--- config.mk ---
export PLATFORM = sky130hd
export DESIGN_NAME = rom_fetch_unit
export DESIGN_NICKNAME = d
export VERILOG_FILES = /design/src/rtl/rom_fetch_unit.sv
export SDC_FILE = /design/constraint.sdc
export NUM_CORES = 1
export LEC_CHECK = 0
export CORE_ASPECT_RATIO = 0.5
export CORE_MARGIN = 2
export CORE_UTILIZATION = 57
export DETAILED_ROUTE_END_ITERATION = 12
export GPL_ROUTABILITY_DRIVEN = 0
export GPL_TIMING_DRIVEN = 0
export PLACE_DENSITY_LB_ADDON = 0.05
export SLEW_MARGIN = 30
export SYNTH_ARGS = -nofsm -noshare
export SYNTH_HDL_FRONTEND = slang
export SYNTH_SLANG_ARGS = --single-unit
--- constraint.sdc ---
create_clock -name clk -period 2.4 [get_ports clk]
set_input_delay 0.36 -clock clk [delete_from_list [all_inputs] [get_ports clk]]
set_output_delay 0.36 -clock clk [all_outputs]
set_load 0.01 [all_outputs]
--- src/rtl/rom_fetch_unit.sv ---
// ---------------------------------------------------------------------------
// rom_fetch_unit
// Read-side master for a synchronous instruction ROM. It drives the ROM
// address from the PC register and follows each read through a small
// latency tracker. Returned words go into an output FIFO, which presents them
// to the decode stage as a valid/ready stream of {pc, word}. A redirect loads
// a new PC and discards everything in flight and everything buffered.
// ---------------------------------------------------------------------------
module rom_fetch_unit #(
  parameter int unsigned ADDR_W      = 16,
  parameter int unsigned DATA_W      = 16,
  parameter int unsigned ROM_LATENCY = 1,
  parameter int unsigned FIFO_DEPTH  = 4,
  parameter int unsigned RESET_PC    = 0
) (
  input  logic              clk,
  input  logic              rst_n,
  input  logic              fetch_en,
  input  logic              redirect_valid,
  input  logic [ADDR_W-1:0] redirect_pc,
  output logic [ADDR_W-1:0] rom_address,
  input  logic [DATA_W-1:0] rom_q,
  output logic              instr_valid,
  input  logic              instr_ready,
  output logic [DATA_W-1:0] instr_data,
  output logic [ADDR_W-1:0] instr_pc
);

  localparam int unsigned PTR_W = (FIFO_DEPTH > 1) ? $clog2(FIFO_DEPTH) : 1;
  // Wide enough to hold count + inflight without overflow.
  localparam int unsigned CNT_W = $clog2(FIFO_DEPTH + ROM_LATENCY + 1);

  // Reject parameter sets the credit scheme cannot support.
  generate
    if ((ROM_LATENCY < 1) || (ROM_LATENCY > 2)) begin : g_bad_latency
      $error("rom_fetch_unit: ROM_LATENCY must be 1 or 2");
    end
    if (FIFO_DEPTH < ROM_LATENCY + 2) begin : g_bad_depth
      $error("rom_fetch_unit: FIFO_DEPTH must be at least ROM_LATENCY+2");
    end
  endgenerate

  // Advance a FIFO pointer, wrapping at FIFO_DEPTH (depth need not be a power of two).
  function automatic logic [PTR_W-1:0] ptr_next(input logic [PTR_W-1:0] p);
    logic [PTR_W-1:0] n;
    if (p == PTR_W'(FIFO_DEPTH - 1)) begin
      n = '0;
    end else begin
      n = p + PTR_W'(1);
    end
    return n;
  endfunction

  // ---------------------------------------------------------------------
  // State
  // ---------------------------------------------------------------------
  logic [ADDR_W-1:0]      r_pc;
  logic [ROM_LATENCY-1:0] r_trk_vld;                 // [0] = head, [ROM_LATENCY-1] = tail
  logic [ADDR_W-1:0]      r_trk_pc   [ROM_LATENCY];
  logic [ADDR_W-1:0]      r_fifo_pc  [FIFO_DEPTH];
  logic [DATA_W-1:0]      r_fifo_data[FIFO_DEPTH];
  logic [PTR_W-1:0]       r_wr_ptr;
  logic [PTR_W-1:0]       r_rd_ptr;
  logic [CNT_W-1:0]       r_count;

  logic [CNT_W-1:0]       w_inflight;
  logic                   w_credit_ok;
  logic                   w_issue;
  logic                   w_push;
  logic                   w_pop;

  // Count reads still travelling through the ROM pipeline.
  always_comb begin
    w_inflight = '0;
    for (int i = 0; i < int'(ROM_LATENCY); i++) begin
      w_inflight = w_inflight + CNT_W'(r_trk_vld[i]);
    end
  end

  // Issue, capture and pop decisions. A redirect suppresses all three, and
  // the credit check deliberately ignores a same-cycle pop.
  always_comb begin
    w_credit_ok = ((r_count + w_inflight) < CNT_W'(FIFO_DEPTH));
    w_issue     = fetch_en & ~redirect_valid & w_credit_ok;
    w_push      = r_trk_vld[ROM_LATENCY-1] & ~redirect_valid;
    w_pop       = instr_valid & instr_ready & ~redirect_valid;
  end

  // PC register: redirect load, post-increment on issue (wraps silently), else hold.
  always_ff @(posedge clk or negedge rst_n) begin
    if (!rst_n) begin
      r_pc <= ADDR_W'(RESET_PC);
    end else if (redirect_valid) begin
      r_pc <= redirect_pc;
    end else if (w_issue) begin
      r_pc <= r_pc + ADDR_W'(1);
    end else begin
      r_pc <= r_pc;
    end
  end

  // Latency tracker: shifts every edge; the head records whether this edge
  // sampled a real read. A redirect kills every outstanding read.
  always_ff @(posedge clk or negedge rst_n) begin
    if (!rst_n) begin
      r_trk_vld <= '0;
      for (int i = 0; i < int'(ROM_LATENCY); i++) begin
        r_trk_pc[i] <= '0;
      end
    end else if (redirect_valid) begin
      r_trk_vld <= '0;
    end else begin
      for (int i = int'(ROM_LATENCY) - 1; i > 0; i--) begin
        r_trk_vld[i] <= r_trk_vld[i-1];
        r_trk_pc[i]  <= r_trk_pc[i-1];
      end
      r_trk_vld[0] <= w_issue;
      r_trk_pc[0]  <= r_pc;
    end
  end

  // FIFO storage: capture {tail pc, rom_q} when the tracker tail is live.
  always_ff @(posedge clk or negedge rst_n) begin
    if (!rst_n) begin
      for (int i = 0; i < int'(FIFO_DEPTH); i++) begin
        r_fifo_pc[i]   <= '0;
        r_fifo_data[i] <= '0;
      end
    end else if (w_push) begin
      r_fifo_pc[r_wr_ptr]   <= r_trk_pc[ROM_LATENCY-1];
      r_fifo_data[r_wr_ptr] <= rom_q;
    end else begin
      r_fifo_pc[r_wr_ptr]   <= r_fifo_pc[r_wr_ptr];
      r_fifo_data[r_wr_ptr] <= r_fifo_data[r_wr_ptr];
    end
  end

  // FIFO pointers and occupancy; a redirect empties the buffer outright.
  always_ff @(posedge clk or negedge rst_n) begin
    if (!rst_n) begin
      r_wr_ptr <= '0;
      r_rd_ptr <= '0;
      r_count  <= '0;
    end else if (redirect_valid) begin
      r_wr_ptr <= '0;
      r_rd_ptr <= '0;
      r_count  <= '0;
    end else begin
      if (w_push) begin
        r_wr_ptr <= ptr_next(r_wr_ptr);
      end else begin
        r_wr_ptr <= r_wr_ptr;
      end
      if (w_pop) begin
        r_rd_ptr <= ptr_next(r_rd_ptr);
      end else begin
        r_rd_ptr <= r_rd_ptr;
      end
      case ({w_push, w_pop})
        2'b10:   r_count <= r_count + CNT_W'(1);
        2'b01:   r_count <= r_count - CNT_W'(1);
        default: r_count <= r_count;
      endcase
    end
  end

  // Outputs come straight from registers; the head fields read as zero when empty.
  always_comb begin
    rom_address = r_pc;
    instr_valid = (r_count != CNT_W'(0));
    if (instr_valid) begin
      instr_data = r_fifo_data[r_rd_ptr];
      instr_pc   = r_fifo_pc[r_rd_ptr];
    end else begin
      instr_data = '0;
      instr_pc   = '0;
    end
  end

  rom_fetch_unit_chk #(
    .CNT_W      (CNT_W),
    .FIFO_DEPTH (FIFO_DEPTH)
  ) u_chk (
    .clk     (clk),
    .rst_n   (rst_n),
    .i_push  (w_push),
    .i_count (r_count)
  );

endmodule

// ---------------------------------------------------------------------------
// rom_fetch_unit_chk
// Simulation-only checks on the output buffer: the credit scheme must never
// let a captured word arrive at a full FIFO.
// ---------------------------------------------------------------------------
module rom_fetch_unit_chk #(
  parameter int unsigned CNT_W      = 3,
  parameter int unsigned FIFO_DEPTH = 4
) (
  input  logic             clk,
  input  logic             rst_n,
  input  logic             i_push,
  input  logic [CNT_W-1:0] i_count
);

  // A capture into a full buffer would silently lose a word.
  a_no_overflow: assert property (@(posedge clk) disable iff (!rst_n)
    !(i_push && (i_count == CNT_W'(FIFO_DEPTH))))
    else $error("rom_fetch_unit: capture into full output buffer");

  // Occupancy can never exceed the buffer size.
  a_count_range: assert property (@(posedge clk) disable iff (!rst_n)
    (i_count <= CNT_W'(FIFO_DEPTH)))
    else $error("rom_fetch_unit: occupancy out of range");

endmodule

==> impl.org <==
** Detailed routing
- Average routed wire per standard cell :: 21.3 um
- Iteration count of the initial detailed-routing pass :: 6
- Summing over every cut layer, the via total after detailed routing is 6603.
- Dividing the detail-routed via count by the number of cells gives 6.10.
- For this block, the routed nets add up to 23000 um of wire.
- Total DRC errors in the routed layout :: 0
- Iteration-0 DRC count of the detailed router :: 616
- Remaining antenna violation count after routing :: 0

** Logic synthesis
- After synthesis, the share of flip-flops with an asynchronous set or reset is 100%.
- In this run the cell area of the synthesized design comes to 8490 um2.
- By instance count, the leading cell after synthesis is sky130_fd_sc_hd__dfrtp_1.
- Synth top area cells :: sky130_fd_sc_hd__dfrtp_1 50%, sky130_fd_sc_hd__mux4_2 17%, sky130_fd_sc_hd__a21oi_1 7.7%, sky130_fd_sc_hd__nor2_1 5.9%, sky130_fd_sc_hd__mux2i_1 4.7%
- Number of warning messages in the yosys log :: 0
- Counting flops with a built-in enable in the synthesized netlist gives 0.
- The synthesized design spends more area on one cell type than any other, namely sky130_fd_sc_hd__dfrtp_1.
- Of the post-synthesis cell area, the dominant cell type holds 49.5%.
- After synthesis the netlist holds a flip-flop and latch count of 168.
- Synth Instances :: 750
- In this run the mean area of a mapped cell was 11.3 um2.
- The synthesized netlist contains 41 unique library cells.
- Sequential cell area fraction in the yosys report :: 49.5%
- Ranking of synthesized cells by instance count :: 168 x sky130_fd_sc_hd__dfrtp_1, 133 x sky130_fd_sc_hd__nor2_1, 131 x sky130_fd_sc_hd__a21oi_1
- Post-synth net total :: 794
- Most used flip-flop cell after synthesis :: sky130_fd_sc_hd__dfrtp_1

** Timing
- Slew at the pin closest to its max-slew limit :: 0.832 ns
- In this run the tightest slew margin relative to its limit is 44.6%.
- Subtracting the final worst setup slack from the clock period gives 2.45 ns.
- Once routing completed, OpenROAD measured the worst setup slack at -0.0454 ns.
- Max Transition Viols Final :: 0
- In the finished design, the share of the clock period the worst path needs comes to 102%.
- Final hold vios :: 0
- Final worst clock skew :: 0.0131 ns
- Fmax :: 409 MHz
- Number of setup violations in the final report :: 3
- Setup repair after global routing could not meet its margin everywhere.

** Pwr
- The internal power of the cells totals 8.39 mW.
- The share of total power dissipated in combinational logic is 42.0%.
- Worst voltage drop across the vdd grid :: 674 uV
- Per report_power, the sequential group accounts for 34.7% of the total.
- Net switching is 34.9% of the power.
- Clock power share :: 23.3%
- In this run the static leakage power is 4.28 nW.
- Switching power of the nets :: 4.50 mW
- The design draws 12.9 mW.
- For this design the ratio of total power to cell area is 1230 nW/um2.

** Global routing
- Global-route wire length before repair :: 36700 um
- The via count of the first global-routing pass is 6742.
- Largest net degree at the start of global routing :: 86
- Global routing finished with a remaining overflow of 0.
- The number of antenna violations at the first check in global routing came to 0.
- Global routing used 30.4% of the available tracks across all layers.

** Critical path
- The worst setup path is captured at an output port.
- Data required, critical path :: 2.04 ns
- Cells along the critical path :: buf_6, buf_4, buf_4, mux4_2, and2_1, clkdlybuf4s15_2
- Class of the most critical setup path :: register to output port
- Setup slack on the worst reg-to-reg path comes out at 0.11 ns.
- The cell that appears most often on the critical path is sky130_fd_sc_hd__buf_4.
- Worst path slowest cell :: sky130_fd_sc_hd__mux4_2
- The largest single stage delay on the critical path is 0.49 ns.
- The worst setup path is launched from a register.
- STA puts the critical path data arrival time at 2.09 ns.
- Of all nets on the critical path, the largest fanout is 3.

** Layout
- The finished layout holds 1082 standard cells, fillers aside.
- In the final layout, the multi-input gates occupy 4010 um2.
- The filler cells instantiated in the layout total 1016.
- Fraction of final layout cells sized beyond drive strength 1 :: 23.4%
- For this run, the post-layout net count is 914.
- Area added between synthesis and finish :: 23.9%
- Reg area :: 4200 um2

** Floorplanning
- The core region is 14500 um2.
- Row generation in the floorplan step produced 31 rows.
- During I/O placement, the number of pins put on the boundary was 86.
- The floorplan step set the die width to 177 um.
- The die covers 15900 um2.
- Starting density of the core :: 58.5%
- Chip Height :: 90.3 um

** Run status
- Violations in the final reports :: setup timing
- The flow ran to the end, but the final reports show violations.

** Worst hold path
- Hold Path Class :: input port to asynchronous set/reset pin

** Place
- Detail Placement HPWL :: 14800 um
- Port buffering added 85 buffers.
- # placed instances :: 1035

** CTS
- Clock tree synthesis inserted a total of 17 buffers.
- Root Buffer Master :: sky130_fd_sc_hd__clkbuf_16
- CTS tree :: yes
- Bufs on Longest Clock Path :: 2
- CTS sink count :: 168
- Clock-pin slew reported for the worst setup and hold paths after clock tree synthesis :: 0.07 ns
- In this run the number of H-tree levels came out at 4.
- Worst skew pair latency :: 0.42 ns

** Run
- Number of maximum-capacitance constraint violations :: 0
==> repair_timing <==
item                       4_1_cts  5_1_grt
hold buffers                     1        0
setup buffers                   11        1
cloned                           2        1
pin swaps                        4        1
gates resized for setup        141       54
hold endpoints to repair        85        0
setup endpoints to repair       98      105
==> state kept, by name, summed over array words and instances (netlist names) <==
| signal | count |
|---|---|
| r_count | 3 |
| r_fifo_data | 64 |
| r_fifo_pc | 64 |
| r_rd_ptr | 2 |
| r_trk_pc | 16 |
| r_trk_vld | 1 |
| r_wr_ptr | 2 |
| rom_address | 16 |
==> placed cells by master (no fill, tap or decap), types with 12 or more instances in the layout <==
cell	netlist	final
sky130_fd_sc_hd__clkbuf_16	0	18
sky130_fd_sc_hd__mux2i_1	40	40
sky130_fd_sc_hd__a21oi_1	131	131
sky130_fd_sc_hd__mux2_2	12	12
sky130_fd_sc_hd__clkbuf_1	39	16
sky130_fd_sc_hd__buf_2	10	21
sky130_fd_sc_hd__nor2_1	133	133
sky130_fd_sc_hd__nand2_1	26	26
sky130_fd_sc_hd__and2_1	32	26
sky130_fd_sc_hd__mux4_2	64	64
sky130_fd_sc_hd__clkbuf_2	0	25
sky130_fd_sc_hd__clkdlybuf4s50_1	0	51
sky130_fd_sc_hd__dfrtp_1	168	168
sky130_fd_sc_hd__buf_4	4	14
==> metrics by stage <==
| stage | setup WS (ns) | instance area, um2 | util [%] | setup TNS [ns] | hold WS (ns) |
|---|---|---|---|---|---|
| 2_1_floorplan | 0.381 | 8490 | - | 0 | 0.0644 |
| 3_3_place_gp | -5.90 | 9590 | 66.1 | -999.90 | 0.482 |
| 3_5_place_dp | -0.423 | 9650 | 66.5 | -13.46 | 0.138 |
| 4_1_cts | -0.0289 | 10500 | 72.4 | -0.0307 | 0.291 |
| 5_1_grt | -0.0955 | 10500 | 72.5 | -0.432 | 0.292 |
| 6_report | -0.0454 | 10500 | 72.5 | -0.0748 | 0.290 |
==> critical path: cells and delay by family (launching register included) <==
kind	cells	cell delay, ns
multiplexers	1	0.49
AND/OR/NAND/NOR	1	0.19
buffers and inverters	4	0.64
flip-flops	1	0.36
==> power groups by stage <==
stage | Clock, mW | Combinational [mW] | Sequential [mW]
after global routing | 3.14 | 5.88 | 4.58
after floorplan | 0 | 3.26 | 4.26
after global placement | 0 | 5.00 | 4.40
final | 3.00 | 5.42 | 4.47
after detailed placement | 0 | 5.15 | 4.47
after CTS | 3.01 | 5.36 | 4.43
==> worst paths after layout <==
| path | cells after the start | startpoint | endpoint |
|---|---|---|---|
| max | 6 | r_rd_ptr[0] | instr_pc[0] |
| min reg2reg | 2 | r_trk_pc[9] | r_trk_pc[9] |
| max reg2reg | 7 | r_wr_ptr[0] | r_fifo_data[20] |
| max in group asynchronous | 4 | rst_n | rom_address[7] |
| min in group clk | 3 | redirect_pc[1] | rom_address[1] |
| min | 2 | rst_n | r_fifo_data[51] |
==> logic make-up (layout without fill, tap and decap cells) <==
group | count (synthesis) | count (layout) | synth area share, %
and+or+nand+nor | 231 | 231 | 12.4
buffers and inverters | 67 | 200 | 3.38
muxes | 116 | 116 | 23.3
AOI/OAI and AO/OA | 151 | 151 | 9.24
xor gates and xnor gates | 10 | 10 | 1.03
adders and majority gates | 7 | 7 | 1.12
other | 0 | 1 | 0
DFF | 168 | 168 | 49.5
==> metal layers <==
layer / track usage (%) / vias up / share of wire [%]
met3: 7.37 / 22 / 8.9
met5: 0 / - / 0
met1: 45.5 / 3377 / 44
li1: - / 2912 / -
met4: 7.16 / 0 / 0.87
met2: 45.5 / 292 / 46
==> layout make-up <==
class / instances / share of cell area (%)
Clock inverter: 14 / 1.98
Antenna cell: 1 / 0.0238
Sequential cell: 168 / 40.0
Timing Repair Buffer: 102 / 9.54
Tap cell: 198 / 2.36
Inverter: 7 / 0.250
Buffer: 59 / 3.62
Multi-Input combinational cell: 515 / 38.2
Clock buffer: 18 / 4.08
No activity file was read; power rests on OpenSTA's default activity.
